`config.mk`:
```
export PLATFORM = sky130hd
export DESIGN_NAME = sobel_window_ctrl
export DESIGN_NICKNAME = d
export VERILOG_FILES = /design/src/rtl/sobel_window_ctrl.sv
export SDC_FILE = /design/constraint.sdc
export NUM_CORES = 1
export LEC_CHECK = 0
export CORE_MARGIN = 5
export CORE_UTILIZATION = 51
export CTS_CLUSTER_DIAMETER = 60
export DETAILED_ROUTE_END_ITERATION = 12
export PLACE_DENSITY = 0.77
export SKIP_CTS_REPAIR_TIMING = 1
export SLEW_MARGIN = 0
export SYNTH_ARGS = -nofsm -noshare
export SYNTH_HDL_FRONTEND = slang
export SYNTH_SLANG_ARGS = --single-unit
```
`constraint.sdc`:
```
create_clock -name clk -period 2.8 [get_ports clk]
set_clock_uncertainty 0.05 [all_clocks]
set_input_delay 0.56 -clock clk [delete_from_list [all_inputs] [get_ports clk]]
set_output_delay 0.56 -clock clk [all_outputs]
set_load 0.01 [all_outputs]
```
`src/rtl/sobel_window_ctrl.sv`:
```
// rtl/sobel_window_ctrl.sv - Sobel 3x3 window controller: FIFO pop, line-buffer drive, gradient pipeline
// Optional feature macro: SOBEL_THRESH_EN (adds thresh port, binary 0/FF output)
module sobel_window_ctrl #(
   parameter int WIDTH      = 722,
   parameter int HEIGHT     = 540,
   parameter int DATA_WIDTH = 8
) (
   input  logic                      clk,
   input  logic                      rst,
   input  logic                      in_empty,
   input  logic [DATA_WIDTH-1:0]     in_dout,
   output logic                      in_rd_en,
   output logic                      sr_en,
   output logic [DATA_WIDTH-1:0]     sr_din,
   input  logic [9*DATA_WIDTH-1:0]   win,
   input  logic                      out_full,
`ifdef SOBEL_THRESH_EN
   input  logic [DATA_WIDTH-1:0]     thresh,
`endif
   output logic                      out_wr_en,
   output logic [DATA_WIDTH-1:0]     out_din,
   output logic                      frame_done
);

   // gradient width holds +/-(4*max pixel); magnitude needs one more bit
   localparam int GW = DATA_WIDTH + 3;
   localparam int MW = GW + 1;
   localparam int CW = $clog2(WIDTH);
   localparam int RW = $clog2(HEIGHT);

   localparam logic [19:0] S_RUN   = 20'(WIDTH + 2);
   localparam logic [19:0] S_FLUSH = 20'(WIDTH * HEIGHT);
   localparam logic [19:0] S_END   = 20'(WIDTH * HEIGHT + WIDTH + 1);

   localparam logic [CW-1:0] COL_LAST = CW'(WIDTH - 1);
   localparam logic [RW-1:0] ROW_LAST = RW'(HEIGHT - 1);
   localparam logic [DATA_WIDTH-1:0] PIX_MAX = '1;

   typedef enum logic [1:0] {FILL, RUN, FLUSH} state_t;

   state_t state, next_state;
   logic [19:0] s, s_next, s_inc;
   logic adv, shift, tok;

   logic v0, v1, v2;
   logic [CW-1:0] col;
   logic [RW-1:0] row;

   logic [DATA_WIDTH-1:0] p [9];
   logic signed [GW-1:0] gx_c, gy_c, gx, gy;
   logic border1, last1;

   logic [GW-1:0] ax, ay;
   logic [MW-1:0] mag;
   logic [DATA_WIDTH-1:0] clamped, out_c;
   logic last2;

   function automatic logic [GW-1:0] ext(input logic [DATA_WIDTH-1:0] v);
      return GW'(v);
   endfunction

   // state and per-frame shift count register
   always_ff @(posedge clk or posedge rst) begin
      if (rst) begin
         state <= FILL;
         s     <= '0;
      end else begin
         state <= next_state;
         s     <= s_next;
      end
   end

   // shift decision, token creation, FSM next state and handshake outputs
   always_comb begin
      next_state = state;
      s_next     = s;
      s_inc      = s + 20'd1;
      adv        = !(v2 && out_full);
      shift      = adv && (state == FLUSH || !in_empty);
      tok        = 1'b0;
      if (shift) begin
         s_next = s_inc;
         case (state)
            FILL: begin
               if (s_inc == S_RUN) begin
                  next_state = RUN;
                  tok        = 1'b1;
               end
            end
            RUN: begin
               tok = 1'b1;
               if (s_inc == S_FLUSH) next_state = FLUSH;
            end
            FLUSH: begin
               tok = 1'b1;
               if (s_inc == S_END) begin
                  next_state = FILL;
                  s_next     = '0;
               end
            end
            default: next_state = FILL;
         endcase
      end
      sr_en      = shift;
      in_rd_en   = shift && (state != FLUSH);
      sr_din     = (state == FLUSH) ? '0 : in_dout;
      out_wr_en  = v2 && !out_full;
      frame_done = v2 && !out_full && last2;
   end

   // valid pipeline plus row/col of the token currently sitting in v0
   always_ff @(posedge clk or posedge rst) begin
      if (rst) begin
         v0  <= 1'b0;
         v1  <= 1'b0;
         v2  <= 1'b0;
         col <= '0;
         row <= '0;
      end else if (adv) begin
         v0 <= tok;
         v1 <= v0;
         v2 <= v1;
         if (v0) begin
            if (col == COL_LAST) begin
               col <= '0;
               row <= (row == ROW_LAST) ? '0 : row + RW'(1);
            end else begin
               col <= col + CW'(1);
            end
         end
      end
   end

   // unpack the window and form both gradients
   always_comb begin
      for (int i = 0; i < 9; i++) p[i] = win[i*DATA_WIDTH +: DATA_WIDTH];
      gx_c = (ext(p[2]) + (ext(p[5]) << 1) + ext(p[8])) - (ext(p[0]) + (ext(p[3]) << 1) + ext(p[6]));
      gy_c = (ext(p[6]) + (ext(p[7]) << 1) + ext(p[8])) - (ext(p[0]) + (ext(p[1]) << 1) + ext(p[2]));
   end

   // stage 1: register gradients, border and end-of-frame flags
   always_ff @(posedge clk or posedge rst) begin
      if (rst) begin
         gx      <= '0;
         gy      <= '0;
         border1 <= 1'b0;
         last1   <= 1'b0;
      end else if (adv && v0) begin
         gx      <= gx_c;
         gy      <= gy_c;
         border1 <= (row == '0) || (row == ROW_LAST) || (col == '0) || (col == COL_LAST);
         last1   <= (row == ROW_LAST) && (col == COL_LAST);
      end
   end

   // magnitude, clamp and border forcing
   always_comb begin
      ax      = gx[GW-1] ? $unsigned(-gx) : $unsigned(gx);
      ay      = gy[GW-1] ? $unsigned(-gy) : $unsigned(gy);
      mag     = {1'b0, ax} + {1'b0, ay};
      clamped = (mag > {{(MW-DATA_WIDTH){1'b0}}, PIX_MAX}) ? PIX_MAX : mag[DATA_WIDTH-1:0];
`ifdef SOBEL_THRESH_EN
      out_c   = border1 ? '0 : ((clamped >= thresh) ? PIX_MAX : '0);
`else
      out_c   = border1 ? '0 : clamped;
`endif
   end

   // stage 2: output register
   always_ff @(posedge clk or posedge rst) begin
      if (rst) begin
         out_din <= '0;
         last2   <= 1'b0;
      end else if (adv && v1) begin
         out_din <= out_c;
         last2   <= last1;
      end
   end

endmodule

```
==> results of run 1 <==
worst reg2reg max path, delay by kind of cell, from the launching register on:
family	cells	cell delay [ps]
AOI/OAI and AO/OA	5	760
and+or+nand+nor	3	700
buffers and inverters	2	400
DFF	1	370
adders and majority gates	1	350
muxes	1	230
xor gates and xnor gates	1	140
worst min path at each step:
stage                     endpoint  slack, ps  cells after the start
after detailed placement    row[7]        420                      1
after CTS                   row[7]        440                      1
after global placement       last1        410                      2
after floorplan              last1        390                      2
final                       row[5]        440                      1
after global routing            v2        460                      1
flip-flops by register name, summed over array words and instances (netlist names):
name / cells
gx: 11
v1: 1
row: 10
last1: 1
state: 2
s: 20
v2: 1
col: 10
out_din: 8
last2: 1
v0: 1
gy: 11
border1: 1
per-stage QoR:
stage	instance area, sq um	std cells	total power, mW
3_3_place_gp	9280	1157	8.44
2_1_floorplan	7260	781	6.00
3_5_place_dp	9280	1157	8.64
6_report	10200	1182	11.5
4_1_cts	9600	1172	10.0
5_1_grt	10200	1182	12.3
power breakdown:
group | total, mW | switching (mW) | internal, mW | leakage [nW]
Clock | 1.28 | 0.457 | 0.821 | 0.161
Combinational | 8.35 | 4.23 | 4.13 | 3.75
Sequential | 1.89 | 0.396 | 1.49 | 0.952
layer usage:
metal / part of all wire / track usage / wire length, microns / vias to the layer above
li1: - / - / - / 3099
met1: 0.39 / 0.270 / 7740 / 3280
met2: 0.53 / 0.370 / 10700 / 249
met3: 0.053 / 0.0378 / 1070 / 57
met4: 0.029 / 0.0445 / 584 / 0
met5: 0 / 0 / 0 / -
final cells by class:
type,count,area [sq um]
inverters,111,437
multi-input cells,566,5200
flip-flops and latches,78,1950
fillers,897,3580
clock buffers,11,253
repair buffers,232,2100
well taps,180,225
clock inverters,4,70.1
cell families after synthesis:
family / Yosys count
flops: 78
mux: 7
xor+xnor: 56
simple gates: 232
fa+ha+maj: 112
buf+inv: 137
compound gates: 159
synth_stat cells (4+ instances only):
master / instances
a21oi_1: 25
nand2_1: 69
nand3_1: 17
and3_1: 11
o21ai_1: 7
nor4_1: 7
a31oi_1: 12
nor3_1: 17
nor2_1: 35
a21o_1: 6
o211ai_1: 4
xor2_1: 20
buf_2: 9
nand4_1: 13
dfrtp_1: 78
mux2i_1: 4
inv_1: 110
xnor2_1: 36
nand2b_1: 7
o31ai_1: 16
o21ai_0: 57
clkbuf_1: 14
or3_1: 6
ha_1: 49
a22o_1: 5
nor2b_1: 14
and2_1: 6
fa_1: 63
a211oi_1: 4
==> metrics.yaml, run 1 <==
status: "finished with violations"
violations: "setup timing"
startpoint: "win[18]"
yosysWarnings: 0
coreArea_sq_um: 13800
max_slew_margin: 0.590
critPathSlowestCell: "fa_1"
die_w_microns: 129
worst_pin_slew_ps: 615
tns_ps: -11210
clock.fmax_mhz: 275
clock-sinks: 78
dp_hpwl_microns: 14000
path_cells: "buf_8 > buf_6 > fa_1 > fa_1 > fa_1 > ha_1 > a21o_1 > a21oi_2 > o21ai_2 > a21oi_4 > o21ai_1 > a211oi_1 > o31ai_1"
start_kind: "input pin"
pwr_density_cell_nw_per_um2: 1120
yosys.area.top_type: "dfrtp_1"
grt_max_degree: 27
period_share: 1.30
initial_core_util: 0.519
synth_top_family_by_area: "adder cells"
layout.nets: 1194
drv_cap: 0
finalSetupViolations: 26
critPathArrivalTime_ps: 3790
r2r_cells: 13
power.leakage_nw: 4.86
htreeDepth: 3
holdCritStartpoint: "row[5]"
hold_viol_final: 0
fp.dieArea_sq_um: 16600
wl_per_cell_microns: 17.0
cts_tree: "built"
drt_pass1_iterations: 5
synthAdderAreaFrac: 0.261
crit_required_ps: 2950
dr_total_vias: 6685
synth-compound-area-share: 0.140
antenna_found_initial: 0
syn_avg_cell_area_sq_um: 9.20
hp-class: "register to register"
final_cell_mix: "buf_4 (130), inv_1 (81), dfrtp_1 (77)"
yosys-top-cells-area: "dfrtp_1 (27%), fa_1 (18%), ha_1 (8.5%), inv_1 (5.7%), xnor2_1 (4.4%)"
cp_num_cells: 13
clkSlewWorstSetupHoldPaths_ps: 60
clock_latency_ps: 340
via_per_inst: 5.66
wl_microns: 20100
clock_tree.root_cell: "clkbuf_16"
setup_ws_ps: -836
postRouteAntennaNets: 0
synth_top_area_share: 0.272
place_ws_ps: -1610
synthArstFlopShare: 1.00
utilization: 0.741
synthDistinctLibCells: 70
crit_end: "gx[8]"
crit_path_max_fanout: 3
drt_iter0_markers: 456
drv_slew: 0
numPortBuffers: 95
cts_buffer_depth: 2
drive_above_1_share: 0.281
final_common_cell: "buf_4"
peakVddDrop_v: 0.000680
ios: 104
synthSimpleGateAreaFrac: 0.175
die_height_microns: 129
synth_nets: 977
synth_seq_cells: 78
drcViolationCount: 0
synth_edf_count: 0
yosysSeqAreaShare: 0.272
antennaDiodeCount: 0
rows: 43
setup.worst_path.end_class: "register"
syn_inst: 781
grt_pass1_vias: 6364
rrSetupSlack_ps: -350
synth_xor_area_frac: 0.0683
r2r_end: "out_din[2]"
syn_area_sq_um: 7180
crit_type: "input pin to register"
whs_ps: 437
reg2reg_from: "gx[2]"
grt_pass1_wl_microns: 28600
finalCriticalPeriod_ps: 3640
synthMuxAreaShare: 0.0103
cts_inserted_buffers: 9
finalWeightedCongestion: 0.900
ys.flop_type: "dfrtp_1"
worst-path-buf-inv: 2
area_delta_synth_final_pct: 42.6
grt.total_usage: 0.209
grt_setup_unrepaired: "true"
grt_overflow: 0
max_stage_delay_ps: 540
cp_top_family: "adder cells"
cpMostUsedCell: "fa_1"
No activity file was read; power rests on OpenSTA's default activity.
==> inputs of run 2 (changes only) <==
--- a/config.mk
+++ b/config.mk
@@ -5,6 +5,7 @@
 export SDC_FILE = /design/constraint.sdc
 export NUM_CORES = 1
 export LEC_CHECK = 0
+export CAP_MARGIN = 30
 export CORE_MARGIN = 5
 export CORE_UTILIZATION = 51
 export CTS_CLUSTER_DIAMETER = 60
==> constraint.sdc (replaced) <==
create_clock -name clk -period 3.3 [get_ports clk]
set_clock_uncertainty 0.05 [all_clocks]
set_input_delay 0.66 -clock clk [delete_from_list [all_inputs] [get_ports clk]]
set_output_delay 0.66 -clock clk [all_outputs]
set_load 0.01 [all_outputs]
==> metrics.yaml, run 2 (synthesis gave the netlist of run 1 again) <==
cts_inserted_buffers: 9  # unchanged
antennaDiodeCount: 0  # unchanged
htreeDepth: 3  # unchanged
die_height_microns: 129  # unchanged
hold_viol_final: 0  # unchanged
setup.worst_path.end_class: "register"  # unchanged
layout.nets: 1108  # was 1194
instances_no_fill: 1095  # was 1182
finalSetupViolations: 10  # was 26
critPathArrivalTime_ps: 3810  # was 3790 ps
wl_microns: 17400  # was 20100 microns
clock_tree.root_cell: "clkbuf_16"  # unchanged
met3_wirelength_microns: 770  # was 1070 microns
regMostFlops: "s"  # unchanged
clock_latency_ps: 340  # about the same
drive_above_1_share: 0.187  # was 0.281
drt_iter0_markers: 511  # was 456
power.leakage_nw: 4.36  # was 4.86 nW
finalPower_mw: 8.22  # was 11.5 mW
dp_hpwl_microns: 12400  # was 14000 microns
grt_max_degree: 79  # was 27
finalCriticalPeriod_ps: 3650
rrSetupSlack_ps: 260  # was -350 ps
r2r_end: "s[8]"  # was out_din[2]
whs_ps: 438  # was 437 ps
dp_cells: 1078  # was 1157
ios: 104  # unchanged
reg2reg_from: "s[7]"  # was gx[2]
clock.fmax_mhz: 274
pwr_density_cell_nw_per_um2: 883  # was 1120 nW/um^2
drv_slew: 0  # unchanged
drv_cap: 0  # unchanged
coreArea_sq_um: 13800  # unchanged
final_common_cell: "inv_1"  # was buf_4
grt.total_usage: 0.197  # was 0.209
drcViolationCount: 0  # unchanged
period_share: 1.11
cts_tree: "built"  # unchanged
status: "finished with violations"  # unchanged
clock-sinks: 78  # unchanged
crit_type: "input pin to register"  # unchanged
postRouteAntennaNets: 0  # unchanged
worst_pin_slew_ps: 537  # was 615 ps
dr_total_vias: 6130  # was 6685
area_delta_synth_final_pct: 29.7  # was 42.6%
startpoint: "win[50]"  # was win[18]
antenna_found_initial: 0  # unchanged
finalWeightedCongestion: 0.918  # was 0.900
clkSlewWorstSetupHoldPaths_ps: 60  # about the same
grt_overflow: 0  # unchanged
numPortBuffers: 95  # unchanged
crit_required_ps: 3460  # was 2950 ps
wl_per_cell_microns: 15.9  # was 17.0 microns
crit_end: "gy[9]"  # was gx[8]
drt_pass1_iterations: 4  # was 5
final_cell_mix: "inv_1 (83), dfrtp_1 (78), nand2_1 (69)"  # was buf_4 (130), inv_1 (81), dfrtp_1 (77)
wl_met2_microns: 8990  # was 10700 microns
wirelength_met1_microns: 7400  # was 7740 microns
max_slew_margin: 0.638  # was 0.590
largest_reg_flops: 20  # unchanged
cts_buffer_depth: 2  # unchanged
nFillCells: 1043  # was 897
die_w_microns: 129  # unchanged
grt_setup_unrepaired: "true"  # unchanged
rows: 43  # unchanged
whs_path_depth: 1  # unchanged
r2r_cells: 9  # was 13
peakVddDrop_v: 0.000555  # was 0.000680 V
grt_pass1_wl_microns: 27300  # was 28600 microns
routed.top_layer: "met4"  # unchanged
crit_path_max_fanout: 2  # was 3
start_kind: "input pin"  # unchanged
violations: "setup timing"  # unchanged
hp-class: "register to register"  # unchanged
place_area_sq_um: 8660  # was 9280 sq um
reg_top3: "s x20, gx x11, gy x11"  # unchanged
via_per_inst: 5.60  # was 5.66
place_ws_ps: -1180  # was -1610 ps
stdcell_area_sq_um: 9310  # was 10200 sq um
setup_ws_ps: -350  # was -836 ps
initial_core_util: 0.519  # unchanged
grt_pass1_vias: 6053  # was 6364
fp.dieArea_sq_um: 16600  # unchanged
==> run 2: layout make-up <==
type                            count  area, sq um  share of cell area
Multi-Input combinational cell    566         5000               0.537
Sequential cell                    78         1950               0.210
Timing Repair Buffer              146         1410               0.152
Inverter                          111          432              0.0464
Clock buffer                       10          239              0.0257
Tap cell                          180          225              0.0242
Clock inverter                      4         48.8             0.00524
==> run 2: worst min path at each step <==
stage / from / slack, ps / end
floorplan: last1 / 390 / last1
global placement: last1 / 410 / last1
detailed placement: row[7] / 430 / row[7]
CTS: row[7] / 440 / row[7]
global route: row[5] / 470 / row[5]
finish: row[7] / 440 / row[7]
==> run 2: per-stage QoR <==
step | setup TNS (ps) | utilization
CTS | -8910 | 0.647
global placement | -14630 | 0.626
finish | -1940 | 0.674
floorplan | -2190 | -
detailed placement | -15070 | 0.626
global route | -3070 | 0.674
==> run 2: worst max-delay path: stages <==
cell	delay (ps)
buf_8	110
fa_1	560
fa_1	430
fa_1	550
inv_2	50
fa_2	400
nor2b_2	130
o21ai_2	90
a21oi_2	230
o21ai_2	110
a21oi_2	220
o21ai_2	80
nand4b_1	100
o211ai_1	90
==> run 2: report_power, final <==
group	total, mW	internal [mW]	switching, mW
logic	5.61	2.70	2.91
clock network	0.974	0.596	0.378
registers	1.64	1.26	0.373
==> run 2: routing by layer <==
metal  up-vias  global-route usage
met5         -                   0
met2       158               0.334
met3        27              0.0332
met4         0              0.0340
met1      3017               0.271
li1       2928                   -
